File: config.mk
export PLATFORM = sky130hd
export DESIGN_NAME = pc_branch_ctrl
export DESIGN_NICKNAME = d
export VERILOG_FILES = /design/src/rtl/cpu_pkg.sv /design/src/rtl/pc_target_adder.sv /design/src/rtl/pc_branch_ctrl.sv
export SDC_FILE = /design/constraint.sdc
export NUM_CORES = 1
export LEC_CHECK = 0
export CAP_MARGIN = 40
export CORE_MARGIN = 2
export CORE_UTILIZATION = 59
export CTS_BUF_LIST = sky130_fd_sc_hd__clkbuf_4 sky130_fd_sc_hd__clkbuf_8
export DETAILED_ROUTE_END_ITERATION = 16
export GPL_TIMING_DRIVEN = 1
export HOLD_SLACK_MARGIN = 0.12
export PLACE_DENSITY = 0.89
export SLEW_MARGIN = 10
export SYNTH_ARGS = -nofsm -noshare
export SYNTH_HDL_FRONTEND = slang
export SYNTH_SLANG_ARGS = --single-unit
File: constraint.sdc
create_clock -name CLK -period 4.1 [get_ports CLK]
set_input_delay 1.025 -clock CLK [delete_from_list [all_inputs] [get_ports CLK]]
set_output_delay 1.025 -clock CLK [all_outputs]
set_load 0.01 [all_outputs]
File: src/rtl/cpu_pkg.sv
// Shared definitions for the 8-bit CPU datapath: sequencer FSM states,
// PC increment and default field widths.
package cpu_pkg;

   typedef enum logic {
      ST_RUN   = 1'b0,
      ST_STALL = 1'b1
   } pc_state_t;

   localparam int PC_INC        = 4;
   localparam int PC_W_DEFAULT  = 32;
   localparam int OFF_W_DEFAULT = 8;
   localparam int CNT_W_DEFAULT = 16;

endpackage

File: src/rtl/pc_target_adder.sv
// Computes the sequential PC and the offset branch/jump target.
// Offsets are signed word counts; all sums wrap modulo 2^PC_W.
module pc_target_adder
   import cpu_pkg::*;
#(
   parameter int PC_W  = PC_W_DEFAULT,
   parameter int OFF_W = OFF_W_DEFAULT
) (
   input  logic [PC_W-1:0]  pc,
   input  logic [OFF_W-1:0] offset,
   output logic [PC_W-1:0]  seq,
   output logic [PC_W-1:0]  tgt
);

   logic [PC_W-1:0] off_ext_s;
   logic [PC_W-1:0] off_bytes_s;

   // sign-extend the word offset, scale to bytes, form both candidate PCs
   always_comb begin
      off_ext_s   = {{(PC_W-OFF_W){offset[OFF_W-1]}}, offset};
      off_bytes_s = off_ext_s << 2;
      seq         = pc + PC_W'(PC_INC);
      tgt         = seq + off_bytes_s;
   end

endmodule

File: src/rtl/pc_branch_ctrl.sv
// Program-counter sequencer with branch resolution, stall capture/replay
// and a saturating taken-redirect counter.
module pc_branch_ctrl
   import cpu_pkg::*;
#(
   parameter int              PC_W     = PC_W_DEFAULT,
   parameter int              OFF_W    = OFF_W_DEFAULT,
   parameter logic [PC_W-1:0] RESET_PC = '0,
   parameter int              CNT_W    = CNT_W_DEFAULT
) (
   input  logic              CLK,
   input  logic              RESET,
   input  logic              BUSYWAIT,
   input  logic              ZERO,
   input  logic              BRANCH,
   input  logic              BNE,
   input  logic              JUMP,
   input  logic [OFF_W-1:0]  OFFSET,
   output logic [PC_W-1:0]   PC,
   output logic              BR_TAKEN,
   output logic [CNT_W-1:0]  TAKEN_CNT
);

   pc_state_t        state_r;
   logic [PC_W-1:0]  pc_r;
   logic [PC_W-1:0]  pend_pc_r;
   logic             pend_valid_r;
   logic             br_taken_r;
   logic [CNT_W-1:0] cnt_r;

   logic             take_s;
   logic [PC_W-1:0]  seq_s;
   logic [PC_W-1:0]  tgt_s;
   logic [PC_W-1:0]  next_s;

   function automatic logic [CNT_W-1:0] sat_inc(input logic [CNT_W-1:0] v);
      if (v == {CNT_W{1'b1}}) begin
         return v;
      end else begin
         return v + CNT_W'(1);
      end
   endfunction

   pc_target_adder #(
      .PC_W  (PC_W),
      .OFF_W (OFF_W)
   ) u_target (
      .pc     (pc_r),
      .offset (OFFSET),
      .seq    (seq_s),
      .tgt    (tgt_s)
   );

   // branch decision: the highest-priority asserted decode alone decides
   always_comb begin
      take_s = 1'b0;
      if (JUMP) begin
         take_s = 1'b1;
      end else if (BRANCH) begin
         take_s = ZERO;
      end else if (BNE) begin
         take_s = ~ZERO;
      end else begin
         take_s = 1'b0;
      end
      next_s = take_s ? tgt_s : seq_s;
   end

   // sequencer FSM: advance, capture decision on stall entry, replay on release
   always_ff @(posedge CLK) begin
      if (RESET) begin
         state_r      <= ST_RUN;
         pc_r         <= RESET_PC;
         pend_pc_r    <= {PC_W{1'b0}};
         pend_valid_r <= 1'b0;
         br_taken_r   <= 1'b0;
         cnt_r        <= {CNT_W{1'b0}};
      end else begin
         case (state_r)
            ST_RUN: begin
               if (BUSYWAIT) begin
                  pend_pc_r    <= next_s;
                  pend_valid_r <= take_s;
                  br_taken_r   <= 1'b0;
                  state_r      <= ST_STALL;
               end else begin
                  pc_r       <= next_s;
                  br_taken_r <= take_s;
                  if (take_s) begin
                     cnt_r <= sat_inc(cnt_r);
                  end
               end
            end
            ST_STALL: begin
               if (BUSYWAIT) begin
                  br_taken_r <= 1'b0;
               end else begin
                  pc_r         <= pend_pc_r;
                  br_taken_r   <= pend_valid_r;
                  pend_valid_r <= 1'b0;
                  state_r      <= ST_RUN;
                  if (pend_valid_r) begin
                     cnt_r <= sat_inc(cnt_r);
                  end
               end
            end
            default: begin
               state_r      <= ST_RUN;
               pend_valid_r <= 1'b0;
               br_taken_r   <= 1'b0;
            end
         endcase
      end
   end

   assign PC        = pc_r;
   assign BR_TAKEN  = br_taken_r;
   assign TAKEN_CNT = cnt_r;

endmodule

After elaboration in Yosys (flattened, before gate mapping):

Cells that the tools add are included.

* shift-type cells: 0
* bitwise operators: 2
* add/sub/neg operators: 3
* reductions and logical operators: 4
* $lt $le $gt $ge: 0
* muxes and demuxes: 20
* multipliers: 0
* divide/modulo/power cells: 0
* equality and inequality tests: 6

Operators by type and width (number)
* two-way mux 32 bit: 3
* two-way mux 16 bit: 5
* one-hot mux 32 bit (2 select lines): 1
* adder 32 x 3 -> 32 bit, second input constant: 1
* adder 32 bit: 1
* one-hot mux 16 bit (2 select lines): 1
* adder 16 x 1 -> 16 bit, second input constant: 1
* equality test 16 bit, second input constant: 1
* two-way mux 1 bit: 8
* != test 2 bit, second input constant: 4
* AND reduction 2 bit: 3
* one-hot mux 1 bit (2 select lines): 2
* AND reduction 4 bit: 1
* != test 2 x 1 -> 1 bit, second input constant: 1
* NOT 1 bit: 2

* logic and storage cells: 41
* latch bits: 0
* memories: 0
* input bits: 15
* bits in registers: 83
* RAM bits: 0
* memory bits (read-only): 0
* output and inout port bits: 49

Logic depth before layout (Yosys ltp):

* word-level depth: 7
* depth in mapped cells: 18
* gate-level depth less buffers: 17

Hierarchy:

A second synthesis with hierarchy kept.

* cells, all modules: 687
* area total of the unflattened synthesis: 5689.2 um^2

Modules (own cells, without submodules)
* pc_branch_ctrl: times used 1, cells an instance 399, area an instance 3628.5 um^2, seq. area each 1661.6 um^2
* pc_target_adder: times used 1, cells an instance 288, area an instance 2060.7 um^2, seq. area each 0.0 um^2

Worst setup path before layout:

Ideal clock, no wire load.

* path kind: flip-flop to flip-flop
* start: reg pc_r[4], in the netlist PC[4]
* end: reg pend_pc_r[25]
* cell stages (with the launch flop): 16
* library setup time: 139 ps
* arrival time: 3463 ps
* setup slack: 498 ps
* clock period less this slack: 3602 ps
* path through: dfxtp_1 -> and4_4 -> and3_1 -> buf_6 -> and4_1 -> xor2_1 -> ha_1 -> nand2_2 -> nor3_1 -> a221o_1 -> a311oi_2 -> a21oi_1 -> o21ai_1 -> mux2_1 -> a211oi_1 -> a211oi_1

* longest elaborated chain between the ends: 3

RTL lines
* start, declared: RTL line pc_branch_ctrl.sv:25 `logic [PC_W-1:0] pc_r;`
* start signal, assigned: RTL line pc_branch_ctrl.sv:87 `pc_r <= next_s;`
* start signal, assigned: RTL line pc_branch_ctrl.sv:98 `pc_r <= pend_pc_r;`
* adder 32 x 3 -> 32 bit *: RTL line pc_target_adder.sv:22 `seq = pc + PC_W'(PC_INC);`
* adder 32 bit: RTL line pc_target_adder.sv:23 `tgt = seq + off_bytes_s;`
* two-way mux 32 bit *: RTL line pc_branch_ctrl.sv:66 `next_s = take_s ? tgt_s : seq_s;`
* end signal, assigned: RTL line pc_branch_ctrl.sv:74 `pend_pc_r <= {PC_W{1'b0}};`
* end signal, assigned: RTL line pc_branch_ctrl.sv:82 `pend_pc_r <= next_s;`
* end, declared: RTL line pc_branch_ctrl.sv:26 `logic [PC_W-1:0] pend_pc_r;`

Every way passes the cells marked *; elsewhere a longest branch is shown, timed or not.
A chain may end at the register's enable or synchronous reset.

Final worst setup path:

* start: reg pc_r[5], in the netlist PC[5]
* end: reg pend_pc_r[29]

Same word-level chain as after synthesis.

==> impl_metrics.tcl <==
set metrics [dict create \
    outcome "finished, final reports clean" \
    postSynthCellCount 785 \
    worst-endpoint-required_ns 4.41 \
    number_of_enable_flip_flop_cells_after_synthesis 0 \
    layoutNonFillerInstCount 990 \
    criticalPathCategory "reg -> reg" \
    final_max_slew_viols 0 \
    clock_skew_ns 0.0148 \
    post_route_cells_drive_above_1_share 0.0922 \
    post-layout-total-power_uw 2520 \
    cell_mode_on_critical_path "and3_1" \
    layout.nets 909 \
    areaGrowthSynthToFinish_pct 18.8 \
    min_period_over_period 0.966 \
    clk_root_buffer_cell "clkbuf_8" \
    globalRouteOverflowTotal 0 \
    dp_cells 974 \
    tritoncts_clock_tree "yes" \
    timing_hold_violations_final 0 \
    ctsLongestPathBuffers 2 \
    syn_nets 842 \
    path_buf_inv 1 \
    top_level_ports 64 \
    ys_warn_count 0 \
    timing.critical_path.arrival_ns 4.27 \
    clk_pin_slew_worst_paths_ns 0.09 \
    detailedRoute.firstIterationViolations 568 \
    ctsHoldBuffers 0 \
    antenna_cells_inserted 0 \
    yosysUniqueCellTypes 67 \
    report.final.setup_viol 0 \
    synth_seq_area_share 0.275 \
    cts_num_sinks 83 \
    power_density_nw_per_um2 352 \
    setup_repair_after_global_routing_missed_its_margin "no" \
    insertion_delay_ns 0.38 \
    relSlewSlack 0.512 \
    async_s_r_ff_share_synth 0 \
    gpl.final_weighted_congestion 0.998 \
    postSynth.topFlopCell "dfxtp_1" \
    critical_path.top_delay_family "simple AND/OR/NAND/NOR gates" \
    max_clock_freq_ghz 0.252 \
    reg2reg_from "PC[5]" \
    cts-buffers-inserted 9 \
    place_hpwl_um 13100 \
    timing.critical_path.to "pend_pc_r[29]" \
    cpPeakStageDelay_ns 0.46 \
    syn_avg_cell_area_um2 7.69 \
    groute.usage.overall 0.319 \
    layout_min_cycle_time_ns 3.96 \
    tightestPinTransition_ns 0.727 \
    start_util 0.612 \
    cp.depth 16 \
    vdd.ir_drop.worst_v 0.000274 \
    route.detailed.vias_per_inst 6.27 \
    critical_path.startpoint_type "flop" \
    worstPathCellList "and4_4 > and3_1 > buf_4 > and3_1 > nand3_1 > xnor2_1 > ha_1 > and3_1 > a31oi_1 > o21ai_0 > nand2_1 > o31ai_1 > or2_1 > o21ai_1 > o21ai_1 > a211oi_2" \
    reg2reg_depth 16 \
    die_x_um 105 \
    reg2reg_slack_ns 0.14 \
    drv.max_cap_violation_count 0 \
    grt_max_degree 44 \
    drt_pre_antenna_iters 6 \
    die_footprint_um2 11100 \
    crit_path_top_delay_cell "dfxtp_1" \
    detail_route.wl_per_cell_um 17.7 \
    buffer_ports.inserted 63 \
    cp_max_fo 6 \
    synthesized_flop_and_latch_total 83 \
    hp-class "reg -> reg" \
    setup_total_negative_slack_ns 0 \
    cts-htree-levels 3 \
    timing.critical_path.from "PC[5]" \
    coreArea_um2 9860 \
    crit-reg2reg-capture "pend_pc_r[29]" \
    vias 6205 \
    drtAntennaViolNets 0 \
    endpoint_class_of_the_critical_path "flop" \
    chipHeight_um 105 \
    leakage_uw 0.00285 \
    row_count 36 \
    grt_first_pass_wirelength_um 28600 \
    initial_antenna_violation_count 0 \
    routed_wire_length_um 17600 \
    first_global_vias 5865 \
    drt_drc_violations_left 0 \
    cell_area_synth_um2 6030 \
]
==> through the flow <==
step / hold slack (ns) / cell area (um^2) / utilization / setup slack, ns
6_report: 0.482 / 7170 / 0.726 / 0.137
5_1_grt: 0.505 / 7170 / 0.726 / 0.00185
4_1_cts: 0.487 / 7150 / 0.725 / 0.0586
3_5_place_dp: 0.474 / 6950 / 0.705 / -0.220
3_3_place_gp: 0.456 / 6950 / 0.705 / -0.147
2_1_floorplan: 0.445 / 6030 / - / 0.498
==> cells in the mapped netlist (10+ instances only) <==
cell / instances / area (um^2)
nand2_1: 86 / 323
o21ai_1: 14 / 70.1
mux2i_1: 16 / 160
o211ai_1: 12 / 90.1
xor2_1: 28 / 245
a211oi_1: 31 / 233
o21ai_0: 41 / 205
inv_1: 15 / 56.3
nand3_1: 35 / 175
nand2b_1: 10 / 62.6
xnor2_1: 35 / 307
nand4_1: 12 / 75.1
clkbuf_1: 35 / 131
dfxtp_1: 83 / 1660
nor3_1: 14 / 70.1
a21oi_1: 65 / 325
ha_1: 41 / 513
nor2_1: 90 / 338
a21o_1: 14 / 105
==> final cells by class <==
cell class	count	area, um^2
tap	133	166
timing repair buffer	101	923
sequential	83	1660
clock buffer	11	139
multi-input combinational	641	4150
clock inverter	5	62.6
inverter	16	60.1
fill	781	2700
==> registers in the layout (all words and copies together), names as in the netlist <==
name	cells
BR_TAKEN	1
PC	32
TAKEN_CNT	16
pend_pc_r	32
pend_valid_r	1
state_r	1
==> cell families (layout without fill, tap and decap cells) <==
| family | after synthesis | count (layout) | share of synthesized area |
|---|---|---|---|
| flip-flops | 83 | 83 | 0.275 |
| multiplexers | 18 | 18 | 0.0303 |
| AO/OA/AOI/OAI | 225 | 225 | 0.241 |
| XOR/XNOR | 64 | 64 | 0.0942 |
| buffers and inverters | 61 | 133 | 0.0415 |
| adder cells (fa/ha/maj) | 42 | 42 | 0.0883 |
| AND/OR/NAND/NOR | 292 | 292 | 0.229 |
==> power breakdown <==
| group | internal [uW] | leakage, uW | total [uW] | switching, uW |
|---|---|---|---|---|
| sequential | 875 | 0.000681 | 953 | 77.6 |
| clock | 298 | 0.0000970 | 611 | 313 |
| combinational | 411 | 0.00207 | 958 | 547 |
| total | 1580 | 0.00285 | 2520 | 937 |
==> metal layers <==
metal	vias up	routed length, um	track usage
met4	0	342	0.0905
met1	2934	7440	0.417
met5	-	0	0
met3	40	1420	0.0680
met2	279	8360	0.529
li1	2952	-	-
==> cell usage in the layout (no fill, tap or decap), types with 9 or more instances in the layout <==
cell,synthesis,layout
a211oi_1,31,30
nand4_1,12,12
nor3_1,14,14
nor2_1,90,89
buf_4,2,37
ha_1,41,40
inv_1,15,15
a21o_1,14,14
xnor2_1,35,34
xor2_1,28,28
nand3_1,35,35
nand2b_1,10,10
clkbuf_8,0,9
a31oi_1,9,9
o21ai_0,41,41
a21oi_1,65,65
o21ai_1,14,14
dfxtp_1,83,83
clkdlybuf4s50_1,0,62
mux2i_1,16,16
o211ai_1,12,12
and3_1,9,9
nand2_1,86,86
==> how the worst min path moves through the flow <==
stage	endpoint	slack, ns	start	cells after the start
after floorplan	pend_pc_r[10]	0.45	pend_pc_r[10]	2
after detailed placement	pend_pc_r[31]	0.47	pend_pc_r[31]	2
after global routing	pend_pc_r[10]	0.50	pend_pc_r[10]	2
after CTS	pend_pc_r[10]	0.49	pend_pc_r[10]	2
after global placement	pend_pc_r[10]	0.46	pend_pc_r[10]	2
final	pend_pc_r[10]	0.48	pend_pc_r[10]	2
==> what timing repair did <==
action                                  CTS  global route
hold endpoints to repair                  0             0
buffers inserted                          0             0
endpoints found under the setup margin    0             2
gates resized for setup                   0             3
==> worst register-to-register path: stages (launching register included) <==
cell and delay [ns]:
dfxtp_1 0.46, and4_4 0.31, and3_1 0.23, buf_4 0.18
and3_1 0.28, nand3_1 0.12, xnor2_1 0.29, ha_1 0.31
and3_1 0.20, a31oi_1 0.16, o21ai_0 0.22, nand2_1 0.13
o31ai_1 0.13, or2_1 0.28, o21ai_1 0.24, o21ai_1 0.14
a211oi_2 0.22
(Power assumes the default switching activity.)
